<file path="config.mk">
export PLATFORM = sky130hd
export DESIGN_NAME = iob_plic_src_cond
export DESIGN_NICKNAME = d
export VERILOG_FILES = /design/src/rtl/iob_plic_src_cond.sv
export SDC_FILE = /design/constraint.sdc
export NUM_CORES = 1
export LEC_CHECK = 0
export CORE_MARGIN = 2
export CORE_UTILIZATION = 55
export CTS_BUF_LIST = sky130_fd_sc_hd__clkbuf_8
export CTS_CLUSTER_SIZE = 40
export DETAILED_ROUTE_END_ITERATION = 10
export GPL_TIMING_DRIVEN = 0
export PLACE_DENSITY = 0.78
export SYNTH_ARGS = -nofsm -noshare
export SYNTH_HDL_FRONTEND = slang
export SYNTH_SLANG_ARGS = --single-unit
</file>
<file path="constraint.sdc">
create_clock -name i_clk -period 37.1 [get_ports i_clk]
set_clock_uncertainty 0.1 [all_clocks]
set_input_delay 7.42 -clock i_clk [delete_from_list [all_inputs] [get_ports i_clk]]
set_output_delay 7.42 -clock i_clk [all_outputs]
set_load 0.03 [all_outputs]
</file>
<file path="src/rtl/iob_plic_src_cond.sv">
// iob_plic_src_cond -- interrupt source conditioner feeding the PLIC src input.
//
// Each source line is passed through a SYNC_STAGES-deep synchroniser, XORed
// with its polarity bit, debounced by a counter that requires the new level to
// persist for L = max(i_filt_len, 1) cycles, and masked by its enable. The
// filtered level q is the registered output. There is no combinational path
// from any input to o_src_out.
//
// Optional build macro: PLIC_SRC_COND_STATUS_EN
//   Adds a sticky per-source change flag (o_chg) and its clear (i_chg_clr).
//
// Ports:
//   i_clk       system clock
//   i_rst       asynchronous, active-high reset
//   i_raw_src   [SOURCES]  raw, possibly asynchronous interrupt lines
//   i_pol       [SOURCES]  polarity, 1 = raw line is active-low
//   i_en        [SOURCES]  enable, 0 forces the output and filter state low
//   i_filt_len  [FILT_W]   global debounce length in cycles (0 acts as 1)
//   o_src_out   [SOURCES]  conditioned active-high levels to PLIC src
//   o_chg       [SOURCES]  (macro only) sticky "q toggled" flag
//   i_chg_clr   [SOURCES]  (macro only) one-cycle clear for o_chg

module iob_plic_src_cond_lane #(
  parameter int SYNC_STAGES = 2,
  parameter int FILT_W      = 4
) (
  input  logic              i_clk,
  input  logic              i_rst,
  input  logic              i_raw,
  input  logic              i_pol,
  input  logic              i_en,
  input  logic [FILT_W-1:0] i_lm1,   // L-1, shared by all lanes
`ifdef PLIC_SRC_COND_STATUS_EN
  input  logic              i_chg_clr,
  output logic              o_chg,
`endif
  output logic              o_q
);

  logic [SYNC_STAGES-1:0] r_sync;
  logic                   r_q;
  logic [FILT_W-1:0]      r_cnt;
  logic                   w_s;
  logic                   w_tgl;

  // Plain flop chain: no logic between stages.
  always_ff @(posedge i_clk or posedge i_rst)
    if (i_rst) r_sync <= '0;
    else       r_sync <= {r_sync[SYNC_STAGES-2:0], i_raw};

  assign w_s   = r_sync[SYNC_STAGES-1] ^ i_pol;
  // >= rather than == so a shrinking filt_len toggles at once and cnt never wraps.
  assign w_tgl = i_en && (w_s != r_q) && (r_cnt >= i_lm1);

  always_ff @(posedge i_clk or posedge i_rst)
    if (i_rst) begin
      r_q   <= 1'b0;
      r_cnt <= '0;
    end else if (!i_en) begin
      r_q   <= 1'b0;
      r_cnt <= '0;
    end else if (w_s == r_q) begin
      r_cnt <= '0;
    end else if (w_tgl) begin
      r_q   <= w_s;
      r_cnt <= '0;
    end else begin
      r_cnt <= r_cnt + 1'b1;
    end

  assign o_q = r_q;

`ifdef PLIC_SRC_COND_STATUS_EN
  logic r_chg;
  // Set has priority over clear.
  always_ff @(posedge i_clk or posedge i_rst)
    if (i_rst)          r_chg <= 1'b0;
    else if (w_tgl)     r_chg <= 1'b1;
    else if (i_chg_clr) r_chg <= 1'b0;
  assign o_chg = r_chg;
`endif

endmodule

module iob_plic_src_cond #(
  parameter int SOURCES     = 64,
  parameter int SYNC_STAGES = 2,
  parameter int FILT_W      = 4
) (
  input  logic               i_clk,
  input  logic               i_rst,
  input  logic [SOURCES-1:0] i_raw_src,
  input  logic [SOURCES-1:0] i_pol,
  input  logic [SOURCES-1:0] i_en,
  input  logic [FILT_W-1:0]  i_filt_len,
`ifdef PLIC_SRC_COND_STATUS_EN
  input  logic [SOURCES-1:0] i_chg_clr,
  output logic [SOURCES-1:0] o_chg,
`endif
  output logic [SOURCES-1:0] o_src_out
);

  logic [FILT_W-1:0] w_lm1;

  // L = max(filt_len, 1), so L-1 is 0 for both 0 and 1.
  assign w_lm1 = (i_filt_len == '0) ? '0 : i_filt_len - 1'b1;

  for (genvar g = 0; g < SOURCES; g++) begin : g_lane
    iob_plic_src_cond_lane #(
      .SYNC_STAGES (SYNC_STAGES),
      .FILT_W      (FILT_W)
    ) u_lane (
      .i_clk     (i_clk),
      .i_rst     (i_rst),
      .i_raw     (i_raw_src[g]),
      .i_pol     (i_pol[g]),
      .i_en      (i_en[g]),
      .i_lm1     (w_lm1),
`ifdef PLIC_SRC_COND_STATUS_EN
      .i_chg_clr (i_chg_clr[g]),
      .o_chg     (o_chg[g]),
`endif
      .o_q       (o_src_out[g])
    );
  end

endmodule

</file>
==> flow_summary.yaml <==
run_status:
  status: "complete, no violations"
placement:
  place.detailed.instances: 2948
  place.port_buffers: 261
  globalplace.congestion: 0.770
  placed_cell_area_mm2: 0.0280
  placement_setup_slack_ns: 26.33
  dp.final_hpwl_mm: 34.6
critical_path:
  minimum_setup_slack_among_reg_to_reg_paths_ns: 35.26
  crit_arrival_ns: 10.56
  critPathMostFrequentCell: "sky130_fd_sc_hd__nor2_1"
  critical_path.cell_chain: "clkdlybuf4s50_1 -> nor2_1 -> mux2i_4 -> buf_16 -> buf_12 -> ha_1 -> a21o_1 -> a21oi_1 -> nand4_1 -> nor2_1"
  timing.rr.end: "g_lane[28].u_lane.r_cnt[0]"
  cp_data_required_time_ns: 37.56
  crit_path_start_kind: "input port"
  cp_num_buf_inv: 3
  crit_end_element: "register"
  ff2ff_path_depth: 6
  timing.critical_path.slowest_stage_cell: "sky130_fd_sc_hd__mux2i_4"
  cp_slowest_stage_delay_ns: 0.71
  worst-path-max-fanout: 19
  crit_path_category: "in2reg"
  reg2reg_from: "g_lane[28].u_lane.r_cnt[0]"
  crit_family: "buffers and inverters"
global_route:
  grt.busiest_layer: "met2"
  global_route.usage.met1_pct: 26.2
  wire_length_of_the_first_global_routing_pass_mm: 83.5
  grt_max_degree: 124
  groute.layer.met2.usage_pct: 38.3
  grt.overflow.total: 0
  grt_usage_pct: 21.9
  grt_antenna_before_repair: 4
  first_global_vias: 17600
  use_met3_pct: 5.32
clocking:
  tritoncts_clock_tree: "yes"
  clockBufferDepth: 3
  cts_inserted_buffers: 78
  clk_latency_ns: 0.65
  clkTransAtPathRegs_ns: 0.06
  holdBufCountCts: 0
  cts_setup_buffers: 0
  cts.root.buffer_cell: "sky130_fd_sc_hd__clkbuf_8"
  clock_sink_count: 448
  ctsHtreeMaxLevel: 3
  postCtsResizedCells: 0
job:
  drv.max_cap_violation_count: 0
cells_and_area:
  fin_cells: 3091
  syn2layout_area_growth_pct: 22.1
  combined_area_of_the_multi_input_logic_cells_mm2: 0.0119
  fillerInstances: 3158
  drive_gt1_share_pct: 12.1
  nNetsFinal: 2961
  seqCellArea_mm2: 0.0112
  stdcell_area_mm2: 0.0297
worst_hold_path:
  min_path_type: "reg2reg"
  holdCritStartpoint: "g_lane[22].u_lane.r_sync[0]"
  worst_hold_path_ep: "g_lane[22].u_lane.r_sync[1]"
  hold_depth: 0
drt:
  drc_errors: 0
  routedWlPerCell_um: 15.6
  wl_mm: 48.3
  ant_nets: 0
  dr_total_vias: 16200
  detail_route.iter0.violations: 782
  firstDrtPassIters: 5
  post_drt_via_cell_ratio: 5.24
floorplanning:
  die_area_mm2: 0.0458
  chipHeight_um: 214
  initial_core_util_pct: 56.0
  fp.dieW_um: 214
  row_count: 76
  num_io_pins: 262
  core_area_mm2: 0.0434
synthesis:
  synth_top_cells_by_area: "sky130_fd_sc_hd__dfrtp_1 (46%), sky130_fd_sc_hd__ha_1 (16%), sky130_fd_sc_hd__xnor2_1 (6.9%)"
  synth.yosys.seq_area_share_pct: 46.2
  syn-mean-instance-area_um2: 11.6
  netlist.area_leader.share_pct: 46.2
  ys_seq_elements: 448
  yosys.cell_types.count: 24
  synth_area_leader_cell: "sky130_fd_sc_hd__dfrtp_1"
  synth_fp_nets: 2604
  yosys_warnings: 0
  synthCells: 2086
  post_synth_instance_area_mm2: 0.0243
power:
  power_per_cell_area_mw_per_mm2: 41.7
  max-vdd-ir-drop_mv: 0.0293
  fin_total_pwr_mw: 1.24
  power.leakage_nw: 14.0
sta:
  fin_tns_setup_ns: 0
  period_minus_slack_ns: 10.10
  worst_slew_margin_rel_pct: 45.6
  timing.final.crit_share_pct: 27.2
  clock.fmax_ghz: 0.0990
  timing.final.hold_violations: 0
  setup_repair_after_global_routing_missed_its_margin: "no"
  timing.final.max_slew_violations: 0
  finalSetupViolCount: 0
  final_critical_path_setup_slack_ns: 27.00
  worstMarginPinSlew_ns: 0.814
## synthesized netlist by cell type
cell / number
sky130_fd_sc_hd__dfrtp_1: 448
sky130_fd_sc_hd__ha_1: 320
sky130_fd_sc_hd__nor2_1: 293
sky130_fd_sc_hd__xnor2_1: 192
sky130_fd_sc_hd__inv_1: 187
sky130_fd_sc_hd__buf_4: 64
sky130_fd_sc_hd__nand3_1: 64
sky130_fd_sc_hd__xor2_1: 64
sky130_fd_sc_hd__nand4_1: 58
sky130_fd_sc_hd__o21a_1: 36
sky130_fd_sc_hd__a2111oi_4: 35
sky130_fd_sc_hd__a21boi_1: 35
sky130_fd_sc_hd__nand2b_4: 35
sky130_fd_sc_hd__o211ai_2: 35
sky130_fd_sc_hd__o21ai_1: 35
sky130_fd_sc_hd__or3_1: 35
sky130_fd_sc_hd__a21oi_1: 30
sky130_fd_sc_hd__o31ai_1: 30
sky130_fd_sc_hd__a21o_1: 29
sky130_fd_sc_hd__and2_1: 29
sky130_fd_sc_hd__o2111ai_1: 29
sky130_fd_sc_hd__mux2i_1: 1
sky130_fd_sc_hd__nor2b_1: 1
sky130_fd_sc_hd__nor3_1: 1
## where the power goes
group          internal [mW]  switching (mW)  leakage, nW
sequential             0.516          0.0233         5.89
combinational          0.121           0.119         7.19
clock                  0.253           0.203        0.928
total                  0.890           0.345         14.0
## cells by family (layout without fill, tap and decap cells)
logic type                 count (synthesis)  in the layout  share of synthesized area (%)
and+or+nand+nor                          516            516                           11.0
DFF                                      448            448                           46.2
adders and majority gates                320            320                           16.5
AOI/OAI and AO/OA                        294            294                           12.2
xor gates and xnor gates                 256            256                           9.23
buffers and inverters                    251            668                           4.87
muxes                                      1              1                         0.0412
other                                      0              3                              0
## cell type report
type                       count  area share [%]
clock inverter                34           0.485
tap                          585            2.47
clock buffer                 106            4.92
antenna                        3          0.0253
multi-input combinational   1387            40.2
buffer                        64            1.62
sequential                   448            37.8
timing repair buffer         277            10.0
inverter                     187            2.39
## worst max path at each step
| stage | from | end | slack, ns | cells past startpoint |
|---|---|---|---|---|
| 6_report | i_filt_len[0] | g_lane[38].u_lane.r_cnt[3] | 27.00 | 10 |
| 5_1_grt | i_filt_len[0] | g_lane[38].u_lane.r_cnt[0] | 26.84 | 10 |
| 4_1_cts | i_filt_len[0] | g_lane[38].u_lane.r_cnt[3] | 27.03 | 10 |
| 3_5_place_dp | i_filt_len[0] | g_lane[58].u_lane.r_cnt[2] | 26.33 | 10 |
| 3_3_place_gp | i_rst | g_lane[45].u_lane.r_sync[1] | 11.94 | 2 |
| 2_1_floorplan | i_rst | g_lane[0].u_lane.o_q | 17.09 | 1 |
## per-layer routing
layer | vias to the layer above | wire length [um]
li1 | 7872 | -
met1 | 7910 | 20300
met2 | 293 | 24300
met3 | 122 | 2250
met4 | 4 | 1440
met5 | - | 25
## worst register-to-register path, stage by stage, from the launching register on
cell and delay [ns]:
sky130_fd_sc_hd__dfrtp_1 0.41, sky130_fd_sc_hd__inv_1 0.08, sky130_fd_sc_hd__ha_1 0.30, sky130_fd_sc_hd__nand2b_4 0.15
sky130_fd_sc_hd__a2111oi_4 0.40, sky130_fd_sc_hd__o211ai_2 0.18, sky130_fd_sc_hd__nor2_1 0.14
## cell usage in the layout (no fill, tap or decap), types with 3 or more instances in the layout
| master | count |
|---|---|
| sky130_fd_sc_hd__nand3_1 | 64 |
| sky130_fd_sc_hd__buf_12 | 5 |
| sky130_fd_sc_hd__o21ai_1 | 35 |
| sky130_fd_sc_hd__buf_16 | 8 |
| sky130_fd_sc_hd__dfrtp_1 | 448 |
| sky130_fd_sc_hd__o211ai_2 | 35 |
| sky130_fd_sc_hd__nor2_1 | 292 |
| sky130_fd_sc_hd__xnor2_1 | 192 |
| sky130_fd_sc_hd__and2_1 | 29 |
| sky130_fd_sc_hd__buf_4 | 64 |
| sky130_fd_sc_hd__a21o_1 | 29 |
| sky130_fd_sc_hd__diode_2 | 3 |
| sky130_fd_sc_hd__clkbuf_8 | 106 |
| sky130_fd_sc_hd__clkinv_2 | 3 |
| sky130_fd_sc_hd__a21oi_1 | 29 |
| sky130_fd_sc_hd__o2111ai_1 | 29 |
| sky130_fd_sc_hd__or3_1 | 35 |
| sky130_fd_sc_hd__o31ai_1 | 29 |
| sky130_fd_sc_hd__a2111oi_4 | 35 |
| sky130_fd_sc_hd__buf_8 | 3 |
| sky130_fd_sc_hd__inv_1 | 214 |
| sky130_fd_sc_hd__a21boi_1 | 35 |
| sky130_fd_sc_hd__xor2_1 | 64 |
| sky130_fd_sc_hd__nand2b_4 | 35 |
| sky130_fd_sc_hd__nand4_1 | 58 |
| sky130_fd_sc_hd__ha_1 | 320 |
| sky130_fd_sc_hd__o21a_1 | 36 |
| sky130_fd_sc_hd__clkdlybuf4s50_1 | 261 |
## per-stage QoR
stage	util (%)	hold slack (ns)
final	68.4	0.241
after global routing	68.4	0.250
after CTS	68.4	0.247
after detailed placement	64.7	0.235
after global placement	63.7	0.231
after floorplan	-	0.231
## flip-flops by register name, indices dropped and copies added, names as in the netlist
register              count
g_lane.u_lane.o_q        64
g_lane.u_lane.r_sync    128
g_lane.u_lane.r_cnt     256
Note: power is estimated with default switching activity, not from simulation.
